--- config.mk ---
export PLATFORM = sky130hd
export DESIGN_NAME = apb_rr_master
export DESIGN_NICKNAME = d
export VERILOG_FILES = /design/src/rtl/apb_ctrl_pkg.sv /design/src/rtl/rr_arbiter.sv /design/src/rtl/apb_rr_master.sv
export SDC_FILE = /design/constraint.sdc
export NUM_CORES = 1
export LEC_CHECK = 0
export BUFFER_PORTS_ARGS = -buffer_cell sky130_fd_sc_hd__clkbuf_2
export CORE_MARGIN = 4
export CORE_UTILIZATION = 48
export DETAILED_ROUTE_END_ITERATION = 6
export PLACE_DENSITY = 0.85
export SYNTH_ARGS = -nofsm -noshare
export SYNTH_HDL_FRONTEND = slang
export SYNTH_SLANG_ARGS = --single-unit
--- constraint.sdc ---
create_clock -name clk -period 5.5 [get_ports clk]
set_input_delay 0.55 -clock clk [delete_from_list [all_inputs] [get_ports clk]]
set_output_delay 0.55 -clock clk [all_outputs]
set_load 0.05 [all_outputs]
--- src/rtl/apb_ctrl_pkg.sv ---
// Shared constants for the round-robin APB master: FSM state encoding and
// default bus widths / timeout used by apb_rr_master and its arbiter.
package apb_ctrl_pkg;

  localparam int AW_DEF      = 4;
  localparam int DW_DEF      = 8;
  localparam int TIMEOUT_DEF = 16;

  localparam logic [1:0] ST_IDLE   = 2'd0;
  localparam logic [1:0] ST_SETUP  = 2'd1;
  localparam logic [1:0] ST_ACCESS = 2'd2;

endpackage

--- src/rtl/rr_arbiter.sv ---
// Combinational round-robin pick: first set request at or above ptr_i,
// wrapping modulo NREQ. Returns one-hot grant, its index and any-valid.
module rr_arbiter #(
  parameter int NREQ = 4,
  parameter int IW   = 2
) (
  input  logic [NREQ-1:0] req_i,
  input  logic [IW-1:0]   ptr_i,
  output logic [NREQ-1:0] gnt_o,
  output logic [IW-1:0]   idx_o,
  output logic            any_o
);

  int j;

  // Scan from the farthest position back to ptr_i so the nearest hit wins.
  always_comb begin
    gnt_o = '0;
    idx_o = '0;
    any_o = 1'b0;
    j     = 0;
    for (int k = NREQ - 1; k >= 0; k--) begin
      j = int'(ptr_i) + k;
      if (j >= NREQ) j = j - NREQ;
      if (req_i[j]) begin
        any_o = 1'b1;
        idx_o = IW'(j);
      end
    end
    gnt_o[idx_o] = any_o;
  end

endmodule

--- src/rtl/apb_rr_master.sv ---
// Round-robin APB master sharing one APB slave among NREQ requesters.
// Define APB_TIMEOUT_EN to abort ACCESS after TIMEOUT pready-low cycles.
module apb_rr_master
  import apb_ctrl_pkg::*;
#(
  parameter int NREQ    = 4,
  parameter int AW      = AW_DEF,
  parameter int DW      = DW_DEF,
  parameter int TIMEOUT = TIMEOUT_DEF
) (
  input  logic             clk,
  input  logic             rst,
  input  logic [NREQ-1:0]  req,
  input  logic [NREQ-1:0]  req_write,
  input  logic [NREQ*AW-1:0] req_addr,
  input  logic [NREQ*DW-1:0] req_wdata,
  output logic [NREQ-1:0]  req_done,
  output logic             req_err,
  output logic [DW-1:0]    req_rdata,
  output logic             psel,
  output logic             penable,
  output logic             pwrite,
  output logic [AW-1:0]    paddr,
  output logic [DW-1:0]    pwdata,
  input  logic             pready,
  input  logic [DW-1:0]    prdata
);

  localparam int IW = (NREQ > 1) ? $clog2(NREQ) : 1;

  logic [1:0]      state_q, state_d;
  logic [IW-1:0]   ptr_q, ptr_d;
  logic [IW-1:0]   gidx_q, gidx_d;
  logic [AW-1:0]   paddr_q, paddr_d;
  logic [DW-1:0]   pwdata_q, pwdata_d;
  logic            pwrite_q, pwrite_d;
  logic [NREQ-1:0] req_done_q, req_done_d;
  logic            req_err_q, req_err_d;
  logic [DW-1:0]   req_rdata_q, req_rdata_d;

  logic [NREQ-1:0] arb_gnt;
  logic [IW-1:0]   arb_idx;
  logic            arb_any;
  logic            timeout_hit;

  // A requester is masked in the cycle its completion pulse is visible.
  rr_arbiter #(
    .NREQ (NREQ),
    .IW   (IW)
  ) u_arb (
    .req_i (req & ~req_done_q),
    .ptr_i (ptr_q),
    .gnt_o (arb_gnt),
    .idx_o (arb_idx),
    .any_o (arb_any)
  );

`ifdef APB_TIMEOUT_EN
  localparam int CW = $clog2(TIMEOUT + 1);

  logic [CW-1:0] wcnt_q, wcnt_d;

  always_comb begin
    wcnt_d = wcnt_q;
    if (state_q == ST_SETUP) begin
      wcnt_d = '0;
    end else if (state_q == ST_ACCESS && !pready) begin
      wcnt_d = wcnt_q + 1'b1;
    end
  end

  always_ff @(posedge clk or negedge rst) begin
    if (!rst) wcnt_q <= '0;
    else      wcnt_q <= wcnt_d;
  end

  // Abort on the edge where the wait count would reach TIMEOUT.
  assign timeout_hit = (wcnt_q == CW'(TIMEOUT - 1));
`else
  assign timeout_hit = (TIMEOUT < 0);
`endif

  always_comb begin
    state_d     = state_q;
    ptr_d       = ptr_q;
    gidx_d      = gidx_q;
    paddr_d     = paddr_q;
    pwdata_d    = pwdata_q;
    pwrite_d    = pwrite_q;
    req_done_d  = '0;
    req_err_d   = 1'b0;
    req_rdata_d = '0;
    case (state_q)
      ST_IDLE: begin
        if (arb_any) begin
          for (int i = 0; i < NREQ; i++) begin
            if (arb_gnt[i]) begin
              paddr_d  = req_addr[i*AW +: AW];
              pwdata_d = req_wdata[i*DW +: DW];
              pwrite_d = req_write[i];
            end
          end
          gidx_d  = arb_idx;
          ptr_d   = (arb_idx == IW'(NREQ - 1)) ? '0 : arb_idx + 1'b1;
          state_d = ST_SETUP;
        end
      end
      ST_SETUP: state_d = ST_ACCESS;
      ST_ACCESS: begin
        if (pready) begin
          req_done_d[gidx_q] = 1'b1;
          req_rdata_d        = pwrite_q ? '0 : prdata;
          state_d            = ST_IDLE;
        end else if (timeout_hit) begin
          req_done_d[gidx_q] = 1'b1;
          req_err_d          = 1'b1;
          state_d            = ST_IDLE;
        end
      end
      default: state_d = ST_IDLE;
    endcase
  end

  always_ff @(posedge clk or negedge rst) begin
    if (!rst) begin
      state_q     <= ST_IDLE;
      ptr_q       <= '0;
      gidx_q      <= '0;
      paddr_q     <= '0;
      pwdata_q    <= '0;
      pwrite_q    <= 1'b0;
      req_done_q  <= '0;
      req_err_q   <= 1'b0;
      req_rdata_q <= '0;
    end else begin
      state_q     <= state_d;
      ptr_q       <= ptr_d;
      gidx_q      <= gidx_d;
      paddr_q     <= paddr_d;
      pwdata_q    <= pwdata_d;
      pwrite_q    <= pwrite_d;
      req_done_q  <= req_done_d;
      req_err_q   <= req_err_d;
      req_rdata_q <= req_rdata_d;
    end
  end

  assign psel      = (state_q != ST_IDLE);
  assign penable   = (state_q == ST_ACCESS);
  assign pwrite    = pwrite_q;
  assign paddr     = paddr_q;
  assign pwdata    = pwdata_q;
  assign req_done  = req_done_q;
  assign req_err   = req_err_q;
  assign req_rdata = req_rdata_q;

endmodule

==> results of run 1 <==
==> power breakdown <==
part | switching (mW) | internal, mW
registers | 0.0499 | 0.308
logic | 0.489 | 0.222
clock network | 0.0752 | 0.107
==> routing by layer <==
metal  share of wire [%]  vias up  track usage, %
met5                   0        -               0
met4                0.23        0            6.20
met3                  10        4            5.75
met2                  47       81            28.5
met1                  42      691            21.5
li1                    -      813               -
==> placed cells by master, fill, tap and decap left out, types with 2 or more instances in the layout <==
cell type and count:
clkbuf_2 93, dfrtp_1 31, nor2_1 30, nand2_1 26
o21ai_0 14, a31oi_1 12, o221ai_1 11, and2_1 8
inv_1 7, clkbuf_4 5, a21oi_1 4, mux2i_1 3
ha_1 3, nor2b_2 2, mux2_2 2, nor2b_4 2
nand2b_1 2, nor3_1 2
==> critical path: stages (launching register included) <==
cell      delay, ns
dfrtp_1        0.40
nor2b_2        0.26
nor3b_1        0.27
a211oi_2       0.11
inv_1          0.08
ha_1           0.62
and2b_2        0.32
o41ai_4        0.12
o221ai_1       0.26
a31oi_1        0.20
==> kinds of logic after synthesis <==
kind of cell | after synthesis | share of synthesized area (%)
and+or+nand+nor | 77 | 20.8
AOI/OAI and AO/OA | 47 | 20.2
DFF | 31 | 44.5
buffers and inverters | 18 | 8.40
muxes | 6 | 3.66
adders and majority gates | 3 | 2.16
other | 1 | 0.215
==> layout make-up <==
type | instances | area share, %
repair buffers | 93 | 20.9
inverters | 7 | 1.18
flip-flops and latches | 31 | 34.8
clock inverters | 2 | 1.57
well taps | 46 | 2.58
clock buffers | 6 | 2.30
multi-input cells | 134 | 36.7
==> per-stage QoR <==
stage	instance area, um^2	hold WS, ns	utilization (%)
floorplan	1740	0.254	-
global placement	2140	0.434	62.8
detailed placement	2140	0.441	62.8
CTS	2230	0.285	65.3
global route	2230	0.310	65.3
finish	2230	0.264	65.3
==> state kept, by name (all words and copies together) (netlist names) <==
| name | cells |
|---|---|
| pwrite | 1 |
| gidx_q | 2 |
| state_q | 2 |
| req_done | 4 |
| req_rdata | 8 |
| paddr | 4 |
| pwdata | 8 |
| ptr_q | 2 |
==> worst paths after layout <==
kind	startpoint	end	slack [ns]	cells after the start
worst min register to register	gidx_q[1]$_DFFE_PN0P_	req_done[1]$_DFF_PN0_	0.46	1
worst max register to register	req_done[2]$_DFF_PN0_	pwdata[0]$_DFFE_PN0P_	2.78	9
worst min-delay path	rst	ptr_q[0]$_DFFE_PN0P_	0.26	1
worst max-delay path	req_done[2]$_DFF_PN0_	pwdata[0]$_DFFE_PN0P_	2.78	9
min in group clk	prdata[0]	req_rdata[0]$_DFF_PN0_	0.43	2
max in group asynchronous	rst	req_rdata[6]$_DFF_PN0_	4.77	1
==> out/results.tsv, run 1 <==
stage	metric	value	unit
detailed_routing	DRC viols	0	
flow_run	max-cap viol count	0	
detailed_routing	overall via count from detail_route	1589	
pwr	power per cell area	561	nW/um^2
placement	routability cong.	0.846	
yosys	Post-synth ARST share	100	%
detailed_routing	wirelength, routed	3.88	mm
die	Ports	95	
pwr	leakage	1.14	nW
yosys	cell area after synthesis	1740	um^2
finish	sequential cell area	776	um^2
clock_network	worst skew pair latency	0.32	ns
die	initial core utilization	51.0	%
die	# rows	21	
global_route	first-pass GRT wire length	6.19	mm
pwr	total power	1.25	mW
critical_path	crit end category	flip-flop	
clock_network	Worst-path clk slew	0.10	ns
detailed_routing	drt pass-1 iters	4	
yosys	Synth top cells by count	dfrtp_1 (31), nor2_1 (30), nand2_1 (26), o21ai_0 (14), a31oi_1 (12)	
outcome	status	complete, no violations	
timing	fin crit share	49.4	%
timing	Tmin final	2.72	ns
detailed_routing	drt wl/cell	12.2	um
yosys	Seq/Total Area, Yosys	44.5	%
clock_network	Root Buffer	clkbuf_4	
yosys	Post-Syn Nets	253	
yosys	Gate Count Post-Synth	183	
die	die footprint	4660	um^2
timing	Hold Vio Cnt, Final	0	
global_route	largest net degree at the start of global routing	33	
placement	IO Port Bufs	93	
finish	n_diodes	0	
timing	Slew HR	51.6	%
global_route	All-Layer GR Usage	17.5	%
pwr	peak supply drop	0.000241	V
timing	RSZ-0062 raised after global routing	no	
clock_network	CTS max path bufs	2	
yosys	dominant cell type by area after synthesis	dfrtp_1	
critical_path	Worst Path Required	5.74	ns
yosys	post-synthesis area per instance	9.52	um^2
timing	actual slew at the worst max-slew pin	0.725	ns
finish	Final nets	342	
critical_path	Worst setup SP type	flip-flop	
placement	Detail Placement HPWL	3.17	mm
yosys	dominant synthesized flop cell	dfrtp_1	
finish	Area growth, synth to finish	28.1	%
global_route	initial antenna violation count	0	
yosys	flops & latches, synth	31	
placement	dpl cells	311	
placement	pre-CTS setup slack	2.48	ns
yosys	most common cell in the synthesized netlist	dfrtp_1	
clock_network	post-CTS sizing	0	
finish	Non-Filler Instances	319	
clock_network	Sink Count	31	
detailed_routing	DRT antenna net count	0	
detailed_routing	number of vias per cell	4.98	
timing	count of endpoints failing setup in the final report	0	
yosys	Syn. warnings	0	
die	core area	3420	um^2
clock_network	htree depth	2	
die	die span in x	68.2	um
finish	Multi-input gate area	820	um^2
yosys	area share of the largest cell type after synthesis	44.5	%
detailed_routing	Iter 0 DRT Violations	89	
critical_path	critical path class	reg2reg	
finish	Fillers	302	
timing	Slew Limit Fails	0	
yosys	synth top area cells	dfrtp_1 (45%), nor2_1 (6.5%), nand2_1 (5.6%)	
clock_network	TritonCTS clock tree	built	
global_route	grt ovf	0	
critical_path	Crit Path Max Fanout	27	
timing	Setup TNS	0	ns
global_route	vias in the first global route	1500	
hold_path	HP Class	in2async	
clock_network	Inserted Clock Buffers	5	
timing	clk_skew	0.00781	ns
yosys	post-synthesis cell type count	35	
finish	layout cells sized above 1	41.0	%
timing	Worst Setup Slack, final	2.78	ns
clock_network	Setup Buffers After CTS	0	
clock_network	hold_buf cts	0	
critical_path	arrival time worst endpoint	2.96	ns
yosys	Post-synth EDFFs	0	
die	die span in y	68.2	um
timing	fmax	368	MHz
Power figures use the tool's default switching activity.
==> run 2, diff against run 1 <==
--- a/config.mk
+++ b/config.mk
@@ -5,11 +5,12 @@
 export SDC_FILE = /design/constraint.sdc
 export NUM_CORES = 1
 export LEC_CHECK = 0
+export ABC_AREA = 1
 export BUFFER_PORTS_ARGS = -buffer_cell sky130_fd_sc_hd__clkbuf_2
 export CORE_MARGIN = 4
 export CORE_UTILIZATION = 48
 export DETAILED_ROUTE_END_ITERATION = 6
-export PLACE_DENSITY = 0.85
+export PLACE_DENSITY = 0.81
 export SYNTH_ARGS = -nofsm -noshare
 export SYNTH_HDL_FRONTEND = slang
 export SYNTH_SLANG_ARGS = --single-unit
==> constraint.sdc (replaced) <==
create_clock -name clk -period 2.6 [get_ports clk]
set_input_delay 0.26 -clock clk [delete_from_list [all_inputs] [get_ports clk]]
set_output_delay 0.26 -clock clk [all_outputs]
set_load 0.05 [all_outputs]
==> run 2 against run 1 <==
Setup slack got worse by 2.5 ns. Register-to-register slack got worse by 2.5 ns. Routed wire length increased by 43%. Sequential cell count unchanged. Die area increased by 22%. Critical endpoint is now paddr[2]$_DFFE_PN0P_. Largest cell class unchanged. Highest routed layer unchanged.
==> out/results.tsv, run 2 <==
stage	metric	value	unit	change
global_route	largest net degree at the start of global routing	32		-3.0%
yosys	Seq/Total Area, Yosys	35.7	%	-8.8 points
hold_path	HP Class	in2async		
die	# rows	24		+14%
yosys	Synth top cells by count	nand2_1 (111), inv_1 (58), nand3_1 (42), dfrtp_1 (31), a21oi_1 (13)		
yosys	flops & latches, synth	31		unchanged
finish	most frequent cells in the layout	nand2_1 (109), clkbuf_2 (93), inv_1 (58)		
die	initial core utilization	49.9	%	-1.1 points
flow_run	max-cap viol count	0		unchanged
critical_path	Crit Path Max Fanout	13		-52%
timing	fmax	434	MHz	+18%
pwr	power per cell area	1620	nW/um^2	+190%
yosys	Post-synth EDFFs	0		unchanged
outcome	status	complete, no violations		
timing	clk_skew	0.00570	ns	-0.00210 ns
critical_path	most frequent CP cell	nand2_1		
timing	actual slew at the worst max-slew pin	0.774	ns	+0.0485 ns
detailed_routing	wirelength, routed	5.55	mm	+43%
clock_network	CTS max path bufs	2		unchanged
timing	Hold Vio Cnt, Final	0		unchanged
finish	Fillers	433		+43%
die	die span in x	75.3	um	+10%
detailed_routing	metal3 WL	492	um	+23%
critical_path	arrival time worst endpoint	2.47	ns	-0.49 ns
yosys	area share of the largest cell type after synthesis	35.7	%	-8.8 points
yosys	dominant synthesized flop cell	dfrtp_1		
placement	Detail Placement HPWL	4.31	mm	+36%
pwr	leakage	1.72	nW	+51%
global_route	grt ovf	0		unchanged
timing	Slew HR	48.4	%	-3.2 points
clock_network	htree depth	2		unchanged
yosys	post-synthesis cell type count	24		-31%
yosys	Post-synth ARST share	100	%	unchanged
yosys	synth top area cells	dfrtp_1 (36%), nand2_1 (19%), inv_1 (10%)		
critical_path	Worst setup SP type	flip-flop		
timing	Slew Limit Fails	0		unchanged
die	die span in y	75.3	um	+10%
critical_path	CP top delay family	simple AND/OR/NAND/NOR gates		
critical_path	CP Launch Point	ptr_q[0]$_DFFE_PN0P_		
critical_path	Crit-path slowest cell	dfrtp_1		
detailed_routing	DRC viols	0		unchanged
clock_network	TritonCTS clock tree	built		
critical_path	CP max stage delay	0.47	ns	-0.15 ns
clock_network	Root Buffer	clkbuf_8		
clock_network	worst skew pair latency	0.28	ns	-0.04 ns
detailed_routing	highest metal used	met4		
yosys	dominant cell type by area after synthesis	dfrtp_1		
detailed_routing	M1 WL	2.52	mm	+54%
yosys	Gate Count Post-Synth	326		+78%
finish	sequential cell area	776	um^2	unchanged
yosys	most common cell in the synthesized netlist	nand2_1		
pwr	peak supply drop	0.000964	V	+300%
yosys	cell area after synthesis	2170	um^2	+25%
yosys	post-synthesis area per instance	6.67	um^2	-30%
detailed_routing	DRT antenna net count	0		unchanged
finish	Final nets	486		+42%
timing	count of endpoints failing setup in the final report	0		unchanged
critical_path	FF-to-FF Start	ptr_q[0]$_DFFE_PN0P_		
clock_network	Sink Count	31		unchanged
finish	commonest non-fill, non-tap cell in the layout	nand2_1		
critical_path	critical path class	reg2reg		
detailed_routing	drt wl/cell	11.9	um	-2.6%
global_route	vias in the first global route	2087		+39%
finish	layout cells sized above 1	31.3	%	-9.8 points
yosys	Post-Syn Nets	396		+57%
critical_path	Worst Path Required	2.76	ns	-2.98 ns
detailed_routing	met2 routed WL	2.49	mm	+36%
critical_path	crit path cell chain	inv_4 > nand3_2 > nand2_1 > nand2_1 > nand2_2 > clkinv_2 > nor2_1 > nor2_1 > nand2_1 > nand2_1 > inv_1 > ha_1 > buf_4 > nand3_1 > nand3_1 > nand2_1 > nand2_1 > nand2_1		
placement	IO Port Bufs	93		unchanged
finish	Area growth, synth to finish	24.6	%	
timing	Tmin final	2.31	ns	-0.410 ns
critical_path	crit end category	flip-flop		
placement	routability cong.	0.913		+7.8%
timing	fin crit share	88.7	%	+39 points
detailed_routing	overall via count from detail_route	2208		+39%
finish	Multi-input gate area	1030	um^2	+25%
detailed_routing	drt pass-1 iters	4		unchanged
critical_path	CP Buf/Inv Count	4		+3
timing	RSZ-0062 raised after global routing	no		
global_route	initial antenna violation count	0		unchanged
global_route	All-Layer GR Usage	19.8	%	+2.4 points
die	core area	4350	um^2	+27%
finish	Final Util	62.2	%	-3.1 points
die	die footprint	5670	um^2	+22%
clock_network	Worst-path clk slew	0.07	ns	-0.03 ns
die	Ports	95		unchanged
clock_network	Inserted Clock Buffers	5		unchanged
global_route	first-pass GRT wire length	8.85	mm	+43%
detailed_routing	Iter 0 DRT Violations	109		+22%
yosys	Syn. warnings	0		unchanged
finish	n_diodes	0		unchanged
detailed_routing	number of vias per cell	4.72		-5.3%
timing	Setup TNS	0	ns	unchanged
## run 2: worst register-to-register path, stage by stage (launching register included)
cell and delay, ns:
dfrtp_1 0.47, inv_4 0.15, nand3_2 0.08, nand2_1 0.09
nand2_1 0.07, nand2_2 0.06, clkinv_2 0.07, nor2_1 0.12
nor2_1 0.06, nand2_1 0.05, nand2_1 0.10, inv_1 0.10
ha_1 0.18, buf_4 0.20, nand3_1 0.09, nand3_1 0.10
nand2_1 0.07, nand2_1 0.06, nand2_1 0.06
## run 2: power breakdown
part | total, mW | internal [mW] | switching, mW
registers | 0.794 | 0.672 | 0.122
clock network | 0.382 | 0.207 | 0.174
logic | 3.22 | 0.978 | 2.24
## run 2: layout make-up
class / instances / area share, %
Timing Repair Buffer: 97 / 18.3
Clock buffer: 6 / 3.05
Inverter: 68 / 9.56
Sequential cell: 31 / 28.6
Tap cell: 52 / 2.40
Multi-Input combinational cell: 213 / 37.9
Clock inverter: 1 / 0.185
## run 2: worst paths after layout
| path | end | slack, ns | depth (start not counted) |
|---|---|---|---|
| hold / removal | pwdata[5]$_DFFE_PN0P_ | 0.04 | 1 |
| min in group clk | req_rdata[4]$_DFF_PN0_ | 0.18 | 3 |
| hold reg to reg | req_done[0]$_DFF_PN0_ | 0.46 | 1 |
| max in group asynchronous | req_rdata[5]$_DFF_PN0_ | 2.07 | 1 |
| setup / recovery | paddr[2]$_DFFE_PN0P_ | 0.29 | 18 |
| setup reg to reg | paddr[2]$_DFFE_PN0P_ | 0.29 | 18 |
## run 2: stage by stage
stage,power (mW),worst slack [ns],std cells,area (um^2),hold WS (ns)
4_1_cts,4.40,0.160,468,2700,0.0666
2_1_floorplan,3.48,0.262,326,2170,-0.0356
5_1_grt,4.90,0.0127,468,2710,0.106
6_report,4.40,0.294,468,2710,0.0431
3_3_place_gp,3.93,0.262,461,2610,0.362
3_5_place_dp,4.00,0.171,461,2610,0.368
## run 2: timing repair
item | CTS | global route
setup buffers | 0 | 0
resized for setup | 0 | 3
hold buffers | 0 | 0
setup endpoints to repair | 0 | 13
## run 2: cell families after synthesis
logic type	after synthesis	share of synthesized area, %
buf+inv	82	17.3
fa+ha+maj	3	1.73
flops	31	35.7
compound gates	19	4.37
other cells	1	0.173
simple gates	190	40.7
## run 2: layer usage
| metal | global-route usage [%] | vias up |
|---|---|---|
| met5 | 0 | - |
| met2 | 32.9 | 88 |
| li1 | - | 1159 |
| met1 | 26.6 | 954 |
| met3 | 3.96 | 7 |
| met4 | 5.24 | 0 |
==> run 3, diff against run 2 <==
--- a/config.mk
+++ b/config.mk
@@ -5,12 +5,11 @@
 export SDC_FILE = /design/constraint.sdc
 export NUM_CORES = 1
 export LEC_CHECK = 0
-export ABC_AREA = 1
 export BUFFER_PORTS_ARGS = -buffer_cell sky130_fd_sc_hd__clkbuf_2
 export CORE_MARGIN = 4
-export CORE_UTILIZATION = 48
+export CORE_UTILIZATION = 44
 export DETAILED_ROUTE_END_ITERATION = 6
-export PLACE_DENSITY = 0.81
+export PLACE_DENSITY = 0.79
 export SYNTH_ARGS = -nofsm -noshare
 export SYNTH_HDL_FRONTEND = slang
 export SYNTH_SLANG_ARGS = --single-unit
==> run 3 against run 2 <==
Via count down 28%. Clock-buffer cell count up 1. Final cell count down 31%. Critical path depth down 10. Utilization down 1.4 points. Critical endpoint is now paddr[0]$_DFFE_PN0P_. Highest routed layer unchanged.
==> out/results.tsv, run 3 (same netlist as run 1, synthesis figures left out) <==
stage	metric	value	unit	change
outcome	status	complete, no violations		
finish	most frequent cells in the layout	clkbuf_2 (93), nor2_1 (30), dfrtp_1 (29)		
finish	Final nets	345		-29%
global_route	first-pass GRT wire length	6.49	mm	-27%
finish	Final Util	60.8	%	-1.4 points
critical_path	crit end category	flip-flop		
pwr	Clock Power Share	15.1	%	+6.4 points
timing	Hold Vio Cnt, Final	0		unchanged
detailed_routing	Iter 0 DRT Violations	68		-38%
die	Ports	95		unchanged
clock_network	post-CTS sizing	0		unchanged
die	die span in x	70.9	um	-5.8%
detailed_routing	drt wl/cell	12.4	um	+4.7%
global_route	largest net degree at the start of global routing	33		+3.1%
timing	RSZ-0062 raised after global routing	no		
global_route	All-Layer GR Usage	15.8	%	-4.0 points
timing	Slew Limit Fails	0		unchanged
pwr	Comb power frac	56.7	%	-17 points
critical_path	arrival time worst endpoint	2.47	ns	about the same
die	core area	3740	um^2	-14%
placement	Detail Placement HPWL	3.38	mm	-22%
timing	fmax	427	MHz	-1.5%
die	initial core utilization	46.5	%	-3.4 points
finish	commonest non-fill, non-tap cell in the layout	clkbuf_2		
detailed_routing	wirelength, routed	4.02	mm	-27%
finish	layout cells sized above 1	42.4	%	+11 points
finish	Multi-input gate area	820	um^2	-20%
clock_network	hold_buf cts	0		unchanged
timing	actual slew at the worst max-slew pin	0.745	ns	-0.0291 ns
timing	count of endpoints failing setup in the final report	0		unchanged
detailed_routing	DRT antenna net count	0		unchanged
clock_network	worst skew pair latency	0.27	ns	about the same
global_route	grt ovf	0		unchanged
placement	IO Port Bufs	93		unchanged
clock_network	Root Buffer	clkbuf_8		
clock_network	htree depth	2		unchanged
finish	sequential cell area	778	um^2	+0.32%
finish	Fillers	354		-18%
clock_network	Inserted Clock Buffers	5		unchanged
timing	Setup TNS	0	ns	unchanged
clock_network	Setup Buffers After CTS	0		unchanged
finish	n_diodes	0		unchanged
placement	Placed Area	2170	um^2	-17%
die	die footprint	5030	um^2	-11%
clock_network	TritonCTS clock tree	built		
die	# rows	22		-8.3%
pwr	peak supply drop	0.000568	V	-41%
finish	design area	2280	um^2	-16%
placement	dpl cells	316		-31%
clock_network	Worst-path clk slew	0.06	ns	about the same
hold_path	HP Class	in2async		
finish	Area growth, synth to finish	30.7	%	
detailed_routing	DRC viols	0		unchanged
detailed_routing	number of vias per cell	4.90		+3.8%
flow_run	max-cap viol count	0		unchanged
critical_path	Worst setup SP type	flip-flop		
finish	Non-Filler Instances	324		-31%
pwr	switching power	1.32	mW	-48%
pwr	total power	2.70	mW	-39%
timing	Tmin final	2.34	ns	+0.0349 ns
detailed_routing	overall via count from detail_route	1586		-28%
timing	clk_skew	0.00383	ns	-0.00187 ns
pwr	switching share of power	48.9	%	-8.9 points
pwr	power per cell area	1190	nW/um^2	-27%
critical_path	critical path class	reg2reg		
pwr	Internal Power	1.38	mW	-26%
critical_path	Crit Path Max Fanout	12		-1
clock_network	CTS max path bufs	2		unchanged
critical_path	Worst Path Required	2.73	ns	-0.03 ns
pwr	leakage	1.15	nW	-33%
pwr	Flop pwr share	28.2	%	+10 points
placement	routability cong.	0.773		-15%
timing	fin crit share	90.0	%	+1.3 points
timing	Slew HR	50.2	%	+1.8 points
global_route	initial antenna violation count	0		unchanged
detailed_routing	drt pass-1 iters	4		unchanged
clock_network	Sink Count	31		unchanged
die	die span in y	70.9	um	-5.8%
global_route	vias in the first global route	1496		-28%
[run 3: cell types whose count changed in the layout (fill, tap and decap cells not counted), sizes merged, moves of 12 or more]
| cell | before | now |
|---|---|---|
| a31oi | 0 | 12 |
| inv | 60 | 7 |
| nand2 | 119 | 26 |
| nand3 | 53 | 1 |
| nor2 | 13 | 30 |
| o221ai | 0 | 12 |
[run 3: power groups by stage]
stage	registers (mW)	clock network [mW]	logic, mW
final	0.761	0.409	1.53
after global routing	0.790	0.441	1.67
after CTS	0.765	0.422	1.55
after detailed placement	0.773	0	1.55
after global placement	0.763	0	1.52
after floorplan	1.16	0	0.914
[run 3: layout make-up]
cell class / instances / area share [%]
multi-input combinational: 134 / 36.0
sequential: 31 / 34.2
timing repair buffer: 96 / 21.4
clock buffer: 7 / 4.23
tap: 48 / 2.64
inverter: 7 / 1.15
clock inverter: 1 / 0.330
[run 3: per-layer routing]
layer	track usage [%]	part of all wire, %	vias up
met4	4.18	0.55	0
met2	27.1	48	89
met1	19.6	39	676
li1	-	-	819
met5	0	0	-
met3	4.40	13	2
[run 3: worst paths after layout]
kind                                       startpoint                endpoint  slack (ns)  cells after the start
worst max-delay path             ptr_q[1]$_DFFE_PN0P_    paddr[0]$_DFFE_PN0P_        0.26                      8
worst min-delay path                              rst  req_rdata[2]$_DFF_PN0_        0.04                      1
worst max register to register   ptr_q[1]$_DFFE_PN0P_    paddr[0]$_DFFE_PN0P_        0.26                      8
worst min register to register  gidx_q[1]$_DFFE_PN0P_   req_done[1]$_DFF_PN0_        0.45                      1
max in group asynchronous                         rst   req_done[0]$_DFF_PN0_        2.05                      1
min in group clk                            prdata[4]  req_rdata[4]$_DFF_PN0_        0.19                      2
[run 3: critical path: stages (launching register included)]
cell,delay [ns]
dfrtp_1,0.43
mux2_2,0.36
a211oi_2,0.37
inv_1,0.08
ha_1,0.21
and2b_2,0.23
o41ai_4,0.16
o221ai_1,0.23
a31oi_1,0.12
[run 3: through the flow]
| step | worst slack (ns) | hold WS (ns) |
|---|---|---|
| finish | 0.259 | 0.0409 |
| global route | 0.0466 | 0.0996 |
| CTS | 0.232 | 0.0621 |
| detailed placement | 0.225 | 0.358 |
| global placement | 0.328 | 0.360 |
| floorplan | 0.132 | -0.0356 |
